<file path="src/rtl/prince_affine_layer_masked_pkg.sv">
// Shared types and constants for the masked PRINCE affine layer.
// Latency: n/a (package only).
// Backpressure: n/a (package only).
package prince_affine_layer_masked_pkg;

    localparam int NIB_W   = 4;
    localparam int NIBBLES = 16;

    // Affine constants, added to share 0 only, after the linear part.
    localparam logic [NIB_W-1:0] A_CONST    = 4'h5;
    localparam logic [NIB_W-1:0] AINV_CONST = 4'hB;

    typedef enum logic [1:0] {
        ST_IDLE = 2'd0,
        ST_BUSY = 2'd1,
        ST_DONE = 2'd2
    } fsm_t;

endpackage

</file>
<file path="src/rtl/prince_affine_layer_masked_if.sv">
// Handshake bundle for the masked affine layer: input state/mask and output state.
// Latency: n/a (wires only).
// Backpressure: in_valid/in_ready on the input side, out_valid/out_ready on the output side.
interface prince_affine_layer_masked_if #(
    parameter int NSHARES = 2
);
    logic                      mode_i;
    logic                      in_valid;
    logic                      in_ready;
    logic [64*NSHARES-1:0]     state_i;
    logic [64*(NSHARES-1)-1:0] rnd_i;
    logic                      out_valid;
    logic                      out_ready;
    logic [64*NSHARES-1:0]     state_o;

    modport master (
        output mode_i, in_valid, state_i, rnd_i, out_ready,
        input  in_ready, out_valid, state_o
    );

    modport slave (
        input  mode_i, in_valid, state_i, rnd_i, out_ready,
        output in_ready, out_valid, state_o
    );
endinterface

</file>
<file path="src/rtl/prince_affine_layer_masked_nibble.sv">
// One nibble of PRINCE affine layer A or A^-1 for a single share.
// Latency: combinational.
// Backpressure: none (pure function).
module prince_affine_nibble
    import prince_affine_layer_masked_pkg::*;
(
    input  logic [NIB_W-1:0] nib_i,
    input  logic             mode_i,
    input  logic             is_share0_i,
    output logic [NIB_W-1:0] nib_o
);

    logic [NIB_W-1:0] lin;

    // Linear part selected by mode; only share 0 receives the affine constant.
    always_comb begin
        lin   = '0;
        nib_o = '0;
        if (!mode_i) begin
            lin = {nib_i[2], nib_i[3], nib_i[0] ^ nib_i[1] ^ nib_i[2], nib_i[1]};
        end else begin
            lin = {nib_i[2], nib_i[3], nib_i[0], nib_i[0] ^ nib_i[1] ^ nib_i[3]};
        end
        nib_o = lin;
        if (is_share0_i) begin
            nib_o = lin ^ (mode_i ? AINV_CONST : A_CONST);
        end
    end

endmodule

</file>
<file path="src/rtl/prince_affine_layer_masked.sv">
// Masked PRINCE affine layer (A / A^-1), LANES nibbles of every share per cycle.
// Latency: out_valid rises 16/LANES+1 cycles after the input handshake cycle.
// Backpressure: result held in DONE until out_ready; no input accepted until back in IDLE.
module prince_affine_layer_masked
    import prince_affine_layer_masked_pkg::*;
#(
    parameter int NSHARES = 2,
    parameter int LANES   = 4,
    parameter int REFRESH = 0
) (
    input  logic clk,
    input  logic rst_n,
    prince_affine_layer_masked_if.slave bus
);

    localparam int STEPS = NIBBLES / LANES;
    localparam int CW    = (STEPS > 1) ? $clog2(STEPS) : 1;
    localparam int SW    = 64 * NSHARES;

    if ((LANES < 1) || ((NIBBLES % LANES) != 0) || (NSHARES < 2)) begin : g_bad_param
        $error("prince_affine_layer_masked: LANES must divide 16 and NSHARES must be >= 2");
    end

    fsm_t            fsm_q, fsm_d;
    logic [CW-1:0]   cnt_q, cnt_d;
    logic            mode_q, mode_d;
    logic [SW-1:0]   dat_q, dat_d;

    logic [SW-1:0]   load_val;
    logic [63:0]     rnd_x;
    logic [SW-1:0]   busy_val;
    logic [3:0]      nib_base;
    logic [5:0]      lane_off [LANES];

    // Bit offset of each lane's nibble for the current step.
    always_comb begin
        nib_base = 4'(32'(cnt_q) * LANES);
        for (int l = 0; l < LANES; l++) begin
            lane_off[l] = {nib_base + 4'(l), 2'b00};
        end
    end

    // Value written on load: optional re-mask keeping the XOR of all shares unchanged.
    always_comb begin
        rnd_x    = '0;
        load_val = bus.state_i;
        for (int k = 1; k < NSHARES; k++) begin
            rnd_x = rnd_x ^ bus.rnd_i[64*(k-1) +: 64];
        end
        if (REFRESH != 0) begin
            load_val[63:0] = bus.state_i[63:0] ^ rnd_x;
            for (int k = 1; k < NSHARES; k++) begin
                load_val[64*k +: 64] = bus.state_i[64*k +: 64] ^ bus.rnd_i[64*(k-1) +: 64];
            end
        end
    end

    for (genvar k = 0; k < NSHARES; k++) begin : g_share
        logic [63:0] cur;
        logic [63:0] nxt;
        logic [3:0]  lane_res [LANES];

        assign cur = dat_q[64*k +: 64];

        for (genvar l = 0; l < LANES; l++) begin : g_lane
            prince_affine_nibble u_nib (
                .nib_i       (cur[lane_off[l] +: 4]),
                .mode_i      (mode_q),
                .is_share0_i ((k == 0) ? 1'b1 : 1'b0),
                .nib_o       (lane_res[l])
            );
        end

        // Write the transformed lanes back in place; other nibbles of this share untouched.
        always_comb begin
            nxt = cur;
            for (int l = 0; l < LANES; l++) begin
                nxt[lane_off[l] +: 4] = lane_res[l];
            end
        end

        assign busy_val[64*k +: 64] = nxt;
    end

    // Next-state, datapath update and handshake outputs.
    always_comb begin
        fsm_d         = fsm_q;
        cnt_d         = cnt_q;
        mode_d        = mode_q;
        dat_d         = dat_q;
        bus.in_ready  = 1'b0;
        bus.out_valid = 1'b0;
        unique case (fsm_q)
            ST_IDLE: begin
                bus.in_ready = 1'b1;
                if (bus.in_valid) begin
                    dat_d  = load_val;
                    mode_d = bus.mode_i;
                    cnt_d  = '0;
                    fsm_d  = ST_BUSY;
                end
            end
            ST_BUSY: begin
                dat_d = busy_val;
                cnt_d = cnt_q + 1'b1;
                if (cnt_q == CW'(STEPS - 1)) begin
                    fsm_d = ST_DONE;
                end
            end
            ST_DONE: begin
                bus.out_valid = 1'b1;
                if (bus.out_ready) begin
                    fsm_d = ST_IDLE;
                end
            end
            default: fsm_d = ST_IDLE;
        endcase
    end

    // State registers; reset discards any partially processed state.
    always_ff @(posedge clk or negedge rst_n) begin
        if (!rst_n) begin
            fsm_q  <= ST_IDLE;
            cnt_q  <= '0;
            mode_q <= 1'b0;
            dat_q  <= '0;
        end else begin
            fsm_q  <= fsm_d;
            cnt_q  <= cnt_d;
            mode_q <= mode_d;
            dat_q  <= dat_d;
        end
    end

    assign bus.state_o = dat_q;

endmodule

</file>
<file path="src/flat_wrapper.sv">
// flat-port wrapper written by rule: the top's interface ports become plain ports
module prince_affine_layer_masked_flat import prince_affine_layer_masked_pkg::*;
#(
    parameter int NSHARES = 2,
    parameter int LANES   = 4,
    parameter int REFRESH = 0
)
  (clk, rst_n, bus_mode_i, bus_in_valid, bus_state_i, bus_rnd_i, bus_out_ready, bus_in_ready, bus_out_valid, bus_state_o);
  prince_affine_layer_masked_if #(.NSHARES(NSHARES)) bus_i ();
  input  logic clk;
  input  logic rst_n;
  input wire logic [$bits(bus_i.mode_i)-1:0] bus_mode_i;
  input wire logic [$bits(bus_i.in_valid)-1:0] bus_in_valid;
  input wire logic [$bits(bus_i.state_i)-1:0] bus_state_i;
  input wire logic [$bits(bus_i.rnd_i)-1:0] bus_rnd_i;
  input wire logic [$bits(bus_i.out_ready)-1:0] bus_out_ready;
  output wire logic [$bits(bus_i.in_ready)-1:0] bus_in_ready;
  output wire logic [$bits(bus_i.out_valid)-1:0] bus_out_valid;
  output wire logic [$bits(bus_i.state_o)-1:0] bus_state_o;
  assign bus_i.mode_i = bus_mode_i;
  assign bus_i.in_valid = bus_in_valid;
  assign bus_i.state_i = bus_state_i;
  assign bus_i.rnd_i = bus_rnd_i;
  assign bus_i.out_ready = bus_out_ready;
  assign bus_in_ready = bus_i.in_ready;
  assign bus_out_valid = bus_i.out_valid;
  assign bus_state_o = bus_i.state_o;
  prince_affine_layer_masked #(.NSHARES(NSHARES), .LANES(LANES), .REFRESH(REFRESH)) u_core (.clk(clk), .rst_n(rst_n), .bus(bus_i));
endmodule
</file>
<file path="config.mk">
export PLATFORM = sky130hd
export DESIGN_NAME = prince_affine_layer_masked_flat
export DESIGN_NICKNAME = d
export VERILOG_FILES = /design/src/rtl/prince_affine_layer_masked_pkg.sv /design/src/rtl/prince_affine_layer_masked_if.sv /design/src/rtl/prince_affine_layer_masked_nibble.sv /design/src/rtl/prince_affine_layer_masked.sv /design/src/flat_wrapper.sv
export SDC_FILE = /design/constraint.sdc
export NUM_CORES = 1
export LEC_CHECK = 0
export BUFFER_PORTS_ARGS = -buffer_cell sky130_fd_sc_hd__buf_2
export CORE_ASPECT_RATIO = 1.1
export CORE_MARGIN = 2
export CORE_UTILIZATION = 46
export DETAILED_ROUTE_END_ITERATION = 12
export GPL_TIMING_DRIVEN = 1
export PLACE_DENSITY = 0.76
export SLEW_MARGIN = 30
export SYNTH_ARGS = -nofsm -noshare
export SYNTH_HDL_FRONTEND = slang
export SYNTH_SLANG_ARGS = --single-unit
</file>
<file path="constraint.sdc">
create_clock -name clk -period 2.78 [get_ports clk]
set_clock_uncertainty 0.2 [all_clocks]
set_input_delay 0.556 -clock clk [delete_from_list [all_inputs] [get_ports clk]]
set_output_delay 0.556 -clock clk [all_outputs]
set_load 0.01 [all_outputs]
</file>
==> impl_metrics.ini <==
[outcome]
status = completed

[floorplanning]
initial_core_util_pct = 46.80
die-area_mm2 = 0.01907
num_rows = 51
core_mm2 = 0.01768
die_w_um = 131.9
die_h_um = 144.7
io_pins = 327

[setup_path]
crit_fanout = 18
crit_type = reg2reg
cp.arrival_ns = 2.68
worstPathRequired_ns = 2.93
worstSetupEndpointType = register
worstSetupStartpointType = register
r2r_cells = 6

[logic_synthesis]
synthAdderAreaFrac_pct = 0.6050
synth.ff_latch_count = 133
yosys-top-cells-area = dfrtp_1 40%, mux4_2 8.4%, nor2_1 7.5%
syn_area_mm2 = 0.008273
synthSimpleGateAreaFrac_pct = 14.25
synth-compound-area-share_pct = 19.27
synth_top_area_cell = dfrtp_1
synth_top_family_by_area = compound AO/OA/AOI/OAI gates
synth_warnings = 0
synth_mux_area_share_pct = 9.574
ys_seq_area_share_pct = 40.23
syn_area_per_cell_um2 = 10.15
syn_inst = 815
netlist.area_leader.share_pct = 40.23
synth.distinct_cells = 52
synthXorXnorAreaFrac_pct = 10.68
syn-num-nets = 1016

[clock_tree]
cts_tree = built
path_clk_slew_ns = 0.06
post_cts.resized_instances = 0
cts_made_buffers = 17
clock_path_buffers = 2
clock-sinks = 133
insertion_delay_ns = 0.42
htreeDepth = 4
cts-root-buf = clkbuf_16

[global_routing]
antenna_found_initial = 2
grt_max_degree = 76
grt_pass1_vias = 7883
track_usage_pct = 30.32
grt_pass1_wl_um = 44340
grt_remaining_overflow = 0

[finish]
antenna_cells = 0
most-common-layout-cells = 261 x buf_2, 166 x nor2_1, 130 x dfrtp_1, 63 x a221oi_1, 52 x xor2_1
nNetsFinal = 1276
drive_gt1_share_pct = 36.95
fin_cells = 1326
area_growth_pct = 27.53
final_common_cell = buf_2

[timing]
setup_viol = 0
clock.fmax_mhz = 395.2
finalHoldViolCount = 0
tightest_slew_ns = 1.031
rsz0062_at_grt = false
drv_slew = 0
timing.final.crit_period_ns = 2.530
fin_setup_tns_ns = 0
relSlewSlack_pct = 31.01
fin_ws_ns = 0.2499
finalCritPeriodShare_pct = 91.01

[routing]
drt_wl_total_um = 29030
drt_pass1_iterations = 5
num_vias = 8052
ant_nets = 0
drtIter0Drc = 626
routedWlPerCell_um = 21.89
drc_errors = 0
via_per_inst = 6.072

[placed_design]
hpwlAfterDp_um = 20350
gp_congestion = 0.9192
port_buffers = 262
place_ws_ns = 0.2699
dp_cells = 1293

[power]
ir_drop_mv = 0.8565
total_power_mw = 16.78
power.static_leakage_nw = 4.875
power_density_mw_per_mm2 = 1591

[worst_hold_path]
min_path_type = in2reg
min_path_cells = 3

[job]
maxCapViolCount = 0
-- timing repair --
item / CTS / global route
setup buffers: 0 / 0
endpoints found under the hold margin: 61 / 0
hold buffers: 1 / 0
-- metrics by stage --
step           util, %  instance area [um2]  hold slack, ns
2_1_floorplan        -                 8273         0.06041
3_3_place_gp     55.94                 9888          0.3320
3_5_place_dp     55.97                 9893          0.3491
4_1_cts          59.69                10550          0.1729
5_1_grt          59.69                10550          0.1760
6_report         59.69                10550          0.1877
-- cells in the mapped netlist, drive strengths merged --
cell type,n
nor2,168
xnor2,48
o22ai,29
nand2,32
dfrtp,133
nor3b,2
o21bai,1
a22o,2
nand4,3
or3,3
and4,1
nor3,1
ha,4
mux2i,3
o211ai,12
o21ai,10
mux4,33
dlygate4sd1,1
nand2b,3
a221oi,64
a211oi,7
o221ai,2
nor2b,2
or2,1
a21oi,53
dlymetal6s4s,1
inv,4
and3,38
mux2,1
buf,39
a21o,5
xor2,52
a221o,24
and2b,1
nand3,8
clkbuf,24
-- kinds of logic after synthesis --
kind of cell / after synthesis
multiplexers: 37
flip-flops: 133
AO/OA/AOI/OAI: 209
adder cells (fa/ha/maj): 4
buffers and inverters: 69
XOR/XNOR: 100
AND/OR/NAND/NOR: 263
-- report_power, final --
group / leakage (nW) / switching (mW) / total, mW / internal, mW
Combinational: 2.97 / 5.71 / 9.98 / 4.27
Sequential: 1.59 / 1.36 / 4.30 / 2.94
Clock: 0.317 / 0.888 / 2.50 / 1.61
Total: 4.88 / 7.96 / 16.8 / 8.83
-- flip-flops by register name (all words and copies together) (netlist names) --
register	count
u_core.bus.state_o	128
u_core.mode_q	1
u_core.cnt_q	2
u_core.fsm_q	2
-- metal layers --
metal | track usage (%) | up-vias | wire (um)
li1 | - | 3545 | -
met4 | 12.64 | 4 | 824
met2 | 50.16 | 482 | 14110
met5 | 0 | - | 30
met3 | 6.931 | 70 | 2421
met1 | 38.76 | 3951 | 11650
-- critical path, cell delays in order (launching register included) --
cell and delay [ns]:
dfrtp_2 0.37, buf_4 0.23, ha_1 0.31, inv_1 0.13, nor3_4 0.86, a221oi_1 0.18, nor2_1 0.16
-- final cells by class --
type                    count  area [um2]
clock buffers              19       442.9
clock inverters            13       203.9
fillers                  1548        7126
inverters                   4       15.01
multi-input cells         613        4556
flip-flops and latches    133        3334
well taps                 238       297.8
repair buffers            306        1700
-- final timing paths --
check,to,start,slack (ns)
max,u_core.bus.state_o[118]$_DFFE_PN0P_,u_core.cnt_q[1]$_DFFE_PN0P_,0.25
min,u_core.bus.state_o[59]$_DFFE_PN0P_,bus_state_i[59],0.19
max reg2reg,u_core.bus.state_o[118]$_DFFE_PN0P_,u_core.cnt_q[1]$_DFFE_PN0P_,0.25
min reg2reg,u_core.bus.state_o[97]$_DFFE_PN0P_,u_core.bus.state_o[97]$_DFFE_PN0P_,0.37
max in group asynchronous,u_core.bus.state_o[46]$_DFFE_PN0P_,rst_n,1.16
min in group asynchronous,u_core.bus.state_o[65]$_DFFE_PN0P_,rst_n,0.50
Note: power is estimated with default switching activity, not from simulation.
